File: src/rtl/serial_subtractor_pkg.sv
// ============================================================================
// Module  : serial_subtractor_pkg
// Brief   : Shared state encoding, default width and counter sizing helper.
// Revision: 1.0  initial release
// ============================================================================
`default_nettype none

package serial_subtractor_pkg;

   typedef logic [1:0] state_t;

   localparam state_t C_ST_IDLE  = 2'd0;
   localparam state_t C_ST_SHIFT = 2'd1;
   localparam state_t C_ST_DONE  = 2'd2;

   localparam int C_WIDTH_DEFAULT = 8;

   // Bit-counter width; never narrower than one bit, even for WIDTH=1.
   function automatic int SUB_CNT_W(input int width);
      int w;
      w = $clog2(width);
      return (w < 1) ? 1 : w;
   endfunction

endpackage

`default_nettype wire

File: src/rtl/serial_subtractor_fs.sv
// ============================================================================
// Module  : Full_Subtractor
// Brief   : Gate-level one-bit full subtractor, D = A-B-C with borrow out Bo.
// Revision: 1.0  initial release
// ============================================================================
`default_nettype none

module Full_Subtractor (
   input  logic A,
   input  logic B,
   input  logic C,
   output logic D,
   output logic Bo
);

   assign D  = A ^ B ^ C;
   assign Bo = (~A & B) | (~A & C) | (B & C);

endmodule

`default_nettype wire

File: src/rtl/serial_subtractor.sv
// ============================================================================
// Module  : serial_subtractor
// Brief   : Bit-serial unsigned a-b, LSB first, one Full_Subtractor reused.
// Revision: 1.0  initial release
// ============================================================================
`default_nettype none

module serial_subtractor
   import serial_subtractor_pkg::*;
#(
   parameter int WIDTH = C_WIDTH_DEFAULT
) (
   input  logic             clk,
   input  logic             rst,
   input  logic             start,
   input  logic [WIDTH-1:0] a,
   input  logic [WIDTH-1:0] b,
   output logic             busy,
   output logic             done,
   output logic [WIDTH-1:0] diff,
   output logic             borrow_out
);

   localparam int             CNT_W      = SUB_CNT_W(WIDTH);
   localparam logic [CNT_W-1:0] C_CNT_LAST = CNT_W'(WIDTH - 1);

   state_t             r_state;
   logic [WIDTH-1:0]   r_sa;
   logic [WIDTH-1:0]   r_sb;
   logic [WIDTH-1:0]   r_sd;
   logic               r_br;
   logic [CNT_W-1:0]   r_cnt;
   logic [WIDTH-1:0]   r_diff;
   logic               r_borrow;

   logic               w_d;
   logic               w_bo;
   logic [WIDTH-1:0]   w_sd_next;

   Full_Subtractor u_fs (
      .A  (r_sa[0]),
      .B  (r_sb[0]),
      .C  (r_br),
      .D  (w_d),
      .Bo (w_bo)
   );

   // New difference bit enters at the MSB; written this way so WIDTH=1 needs no special case.
   assign w_sd_next = WIDTH'({w_d, r_sd} >> 1);

   always_ff @(posedge clk) begin
      if (rst) begin
         r_state  <= C_ST_IDLE;
         r_sa     <= '0;
         r_sb     <= '0;
         r_sd     <= '0;
         r_br     <= 1'b0;
         r_cnt    <= '0;
         r_diff   <= '0;
         r_borrow <= 1'b0;
      end else begin
         case (r_state)
            C_ST_IDLE: begin
               if (start) begin
                  r_sa    <= a;
                  r_sb    <= b;
                  r_br    <= 1'b0;
                  r_cnt   <= '0;
                  r_state <= C_ST_SHIFT;
               end
            end
            C_ST_SHIFT: begin
               r_sa  <= r_sa >> 1;
               r_sb  <= r_sb >> 1;
               r_sd  <= w_sd_next;
               r_br  <= w_bo;
               r_cnt <= r_cnt + CNT_W'(1);
               if (r_cnt == C_CNT_LAST) begin
                  r_state  <= C_ST_DONE;
                  r_diff   <= w_sd_next;
                  r_borrow <= w_bo;
               end
            end
            C_ST_DONE: r_state <= C_ST_IDLE;
            default:   r_state <= C_ST_IDLE;
         endcase
      end
   end

   assign busy       = (r_state == C_ST_SHIFT) || (r_state == C_ST_DONE);
   assign done       = (r_state == C_ST_DONE);
   assign diff       = r_diff;
   assign borrow_out = r_borrow;

endmodule

`default_nettype wire

File: config.mk
export PLATFORM = sky130hd
export DESIGN_NAME = serial_subtractor
export DESIGN_NICKNAME = d
export VERILOG_FILES = /design/src/rtl/serial_subtractor_pkg.sv /design/src/rtl/serial_subtractor_fs.sv /design/src/rtl/serial_subtractor.sv
export SDC_FILE = /design/constraint.sdc
export NUM_CORES = 1
export LEC_CHECK = 0
export CAP_MARGIN = 5
export CORE_MARGIN = 5
export CORE_UTILIZATION = 44
export CTS_BUF_LIST = sky130_fd_sc_hd__clkbuf_8
export DETAILED_ROUTE_END_ITERATION = 12
export PLACE_DENSITY = 0.78
export RECOVER_POWER = 100
export SKIP_LAST_GASP = 1
export SLEW_MARGIN = 10
export SYNTH_ARGS = -nofsm -noshare
export SYNTH_HDL_FRONTEND = slang
export SYNTH_HIERARCHICAL = 1
export SYNTH_SLANG_ARGS = --single-unit
File: constraint.sdc
create_clock -name clk -period 4.46 [get_ports clk]
set_input_delay 1.115 -clock clk [delete_from_list [all_inputs] [get_ports clk]]
set_output_delay 1.115 -clock clk [all_outputs]
set_load 0.01 [all_outputs]
* Yosys cells after proc, flatten, opt, wreduce, memory -nomap -nowiden
Index checks and enable logic that the tools add are counted.
** Operators by class
- Multipliers :: 0
- Shifts and indexed selects :: 0
- Div/mod/pow operators :: 0
- $lt $le $gt $ge :: 0
- Equality and inequality tests :: 5
- Bitwise operators :: 8
- Reductions and logical operators :: 6
- Multiplexer cells :: 11
- Add/sub/neg operators :: 1
** Operators with widths (count)
- 8-bit one-hot mux with 2 select lines :: 2
- 8-bit two-way mux :: 2
- 3-bit one-hot mux with 2 select lines :: 1
- 2-bit AND reduction :: 3
- 2-bit two-way mux :: 2
- 2-bit inequality test (second input constant) :: 2
- 2-bit one-hot mux with 2 select lines :: 1
- 3-bit by 1-bit adder with 3-bit output (second input constant) :: 1
- 1-bit AND :: 3
- 3-bit equality test (second input constant) :: 1
- 3-bit two-way mux :: 1
- 2-bit by 1-bit equality test with 1-bit output (second input constant) :: 1
- 2-bit equality test (second input constant) :: 1
- 2-bit logical NOT :: 1
- 1-bit OR :: 2
- 1-bit one-hot mux with 2 select lines :: 1
- 2-bit nonzero test :: 1
- 1-bit bitwise XOR :: 2
- 1-bit logical OR :: 1
- 1-bit two-way mux :: 1
- 1-bit inverter :: 1
** Storage, ports and cells
- RAM bits :: 0
- Input bits :: 19
- Logic and storage cells :: 39
- Register bits :: 39
- Memories kept :: 0
- Memory bits (read-only) :: 0
- Bits in latches :: 0

* Depth between registers and ports, before layout
- Depth in word-level cells :: 5
- Gate-level depth with buffers :: 6
- Gate-level depth less buffers :: 5

* By module
The synthesis kept the hierarchy.
** Modules (own cells, without submodules)
- serial_subtractor :: cells an instance 166, area an instance 1715.4 µm², instances 1, seq. area each 760.7 µm²
- Full_Subtractor :: cells an instance 3, area an instance 27.5 µm², instances 1, seq. area each 0.0 µm²

* Least setup slack after synthesis
No wires, ideal clock.
- Path type :: reg2out
- Start :: reg r_state[0]
- End :: out busy
- Cell stages (with the launch flop) :: 3
- Arrival time :: 0.704 ns
- Slack :: 2.641 ns
- Cells stage by stage :: dfxtp_1 > inv_1 > ha_1
** On the way
- Cells in the longest elaborated chain, start to end :: 2
- Elaborated cells between the ends (all ways) :: 3
** RTL lines
- start: declaration :: RTL line serial_subtractor.sv:27 : state_t r_state;
- start signal: assignment :: RTL line serial_subtractor.sv:53 : r_state <= C_ST_IDLE;
- start signal: assignment :: RTL line serial_subtractor.sv:69 : r_state <= C_ST_SHIFT;
- start signal: assignment :: RTL line serial_subtractor.sv:79 : r_state <= C_ST_DONE;
- 2-bit by 1-bit equality test with 1-bit output or 2-bit equality test (tied branches) :: RTL line serial_subtractor.sv:90 : assign busy = (r_state == C_ST_SHIFT) || (r_state == C_ST_DONE);
- 1-bit logical OR (*) :: RTL line serial_subtractor.sv:90
- end: declaration :: RTL line serial_subtractor.sv:18 : output logic busy,
Mark *: on every way between the ends. The rest lies on a longest branch, timed or not.

* Worst setup path after layout
- Start :: in rst
- End :: reg r_state[1]
** RTL lines
- start: declaration :: RTL line serial_subtractor.sv:14 : input logic rst,
No word-level cell between the ends.

==> impl_metrics.toml <==
[cells_and_area]
layout_commonest_cell = "dfxtp_1"
layout-drive-gt1-share_pct = 11.9
synthesis_to_layout_area_growth_pct = 15.1
finalNetCount = 219
postLayoutCoreUtil_pct = 53.6
postLayoutCellArea_sq_um = 2010
antenna-diode-count = 0
most-common-layout-cells = "38 x dfxtp_1, 22 x mux2i_1, 17 x clkdlybuf4s50_1"

[clock_network]
cts.sinks = 38
postCtsResizedCells = 0
count_of_buffers_added_by_post_cts_timing_repair_for_setup = 0
htree_levels = 2
cts_root_buffer = "clkbuf_8"
tritoncts = "done"
cts.hold.buffers_added = 0
cts_buffer_depth = 2
clkLatencyLatePin_ps = 290
cts.reportedPaths.clkPinSlew_ps = 70
cts-buffers-inserted = 5

[synthesis]
synth_area_per_cell_sq_um = 10.3
synth_cell_types = 23
netlist_area_sq_um = 1740
postSynthRegisterBits = 38
ys.warnings.count = 6
mappedNetlistNets = 194
sequential_fraction_of_the_synthesis_area_pct = 43.6
synthesis.instances = 169

[global_routing]
first_global_vias = 1201
largest_net_degree_at_the_start_of_global_routing = 42
antenna_found_initial = 0
grt_overflow = 0
globalRouteTotalUtil_pct = 13.2
grt_pass1_wl_mm = 5.41

[run]
max-cap-violations = 1

[drt]
postRouteAntennaNets = 0
via_per_inst = 5.12
dr_drc_count = 0
routed-via-count = 1238
dr.pass1.iters = 4
drtIter0Drc = 86
wire_per_inst_microns = 13.3
totalWireLength_mm = 3.22

[setup_path]
end_kind = "register"
worst-endpoint-arrival_ps = 2990
critical_path_required_ps = 4560
timing.setup.critical_path_class = "in -> reg"
timing.reg2reg.setup_slack_ps = 2260
crit_fanout = 38
cp_launch_type = "input pin"

[sta]
setup_repair_after_global_routing_missed_its_margin = "false"
timing.slew.headroom_pct = -9.31
timing_hold_violations_final = 0
setup-tns-final_ps = 0
max_clock_freq_ghz = 0.346
slew_violations = 39
worst-slew-pin-transition_ps = 1640
setup_viol_count_final = 0
period_minus_slack_ps = 2890
period_share_pct = 64.8
timing.clock.skew_ps = 2.81

[run_status]
failed_checks = "capacitance limit, slew limit"
outcome = "complete, but fails checks"

[placed_design]
io_buffer_count = 29
hpwlAfterDp_mm = 2.09
gp_congestion = 0.658
place_area_sq_um = 2000

[power_and_ir_drop]
power_per_cell_area_nw_per_um2 = 351
peakVddDrop_mv = 0.192
pleak_nw = 0.763

[floorplan]
boundaryPins = 30
design.core.area_sq_um = 3740
chipWidth_microns = 72.9
floorplan.initialDensity_pct = 46.6
die_y_microns = 72.9
placement_rows = 22
die_area_sq_um = 5320

[min_path]
timing.hold.worst.class = "reg -> reg"
-- cell usage after synthesis --
cell	number	share of area [%]
a32oi_1	3	1.5
mux2_4	1	0.86
nor3_1	1	0.29
a21oi_1	14	4.0
clkbuf_1	4	0.86
buf_2	1	0.29
nor2b_1	1	0.36
mux2i_1	22	13
inv_1	5	1.1
nor2_2	14	5.0
buf_4	4	1.7
nor2_1	10	2.2
a211oi_2	14	10
fa_1	1	1.1
nand3_1	9	2.6
nand3b_1	3	1.3
buf_6	1	0.65
buf_12	2	2.3
nand2b_1	2	0.72
a211oi_1	1	0.43
ha_1	5	3.6
dfxtp_1	38	44
nand2_1	13	2.8
-- worst max-delay path: stages --
cell and delay (ps):
dlygate4sd3_1 520, clkbuf_1 1180, nor3_1 170
-- sequential cells by signal, indices dropped and copies added, names as in the netlist --
signal / count
diff: 8
r_sb: 8
r_sa: 8
borrow_out: 1
r_sd: 7
r_cnt: 3
r_br: 1
r_state: 2
-- path summary, 6_finish.rpt --
path | start | endpoint | cells after the start
max | rst | r_state[1]$_SDFFE_PP0P_ | 3
min | diff[1]$_SDFFE_PP0P_ | diff[1]$_SDFFE_PP0P_ | 2
max reg2reg | r_state[1]$_SDFFE_PP0P_ | r_sa[0]$_SDFFE_PP0P_ | 5
min reg2reg | diff[1]$_SDFFE_PP0P_ | diff[1]$_SDFFE_PP0P_ | 2
-- stage by stage --
step	power (W)	hold slack (ps)	std cells	setup slack (ps)
after floorplan	0.000489	432	169	2640
after global placement	0.000506	442	235	2040
after detailed placement	0.000510	449	235	1990
after CTS	0.000728	459	242	1800
after global routing	0.000742	476	242	1430
final	0.000705	454	242	1570
-- logic make-up after synthesis --
kind of cell	count (synthesis)	share of synthesized area [%]
compound gates	32	16.0
flops	38	43.6
fa+ha+maj	6	4.74
simple gates	53	15.2
mux	23	13.5
buf+inv	17	6.89
-- per-layer routing --
metal / up-vias / GRT usage [%] / routed length, microns
met5: - / 0 / 0
met4: 0 / 8.20 / 74
met3: 5 / 3.58 / 142
met2: 18 / 20.9 / 1480
met1: 578 / 15.7 / 1530
li1: 637 / - / -
-- final cells by class --
type	instances	area (sq um)
clock buffer	5	68.8
fill	357	1740
inverter	5	18.8
clock inverter	2	10.0
tap	48	60.1
timing repair buffer	30	294
sequential	38	761
multi-input combinational	114	795
-- report_power, final --
group          internal, W  switching, W
sequential        0.000359     0.0000125
combinational    0.0000548     0.0000605
clock             0.000105      0.000114
total             0.000518      0.000187
(Power assumes the default switching activity.)
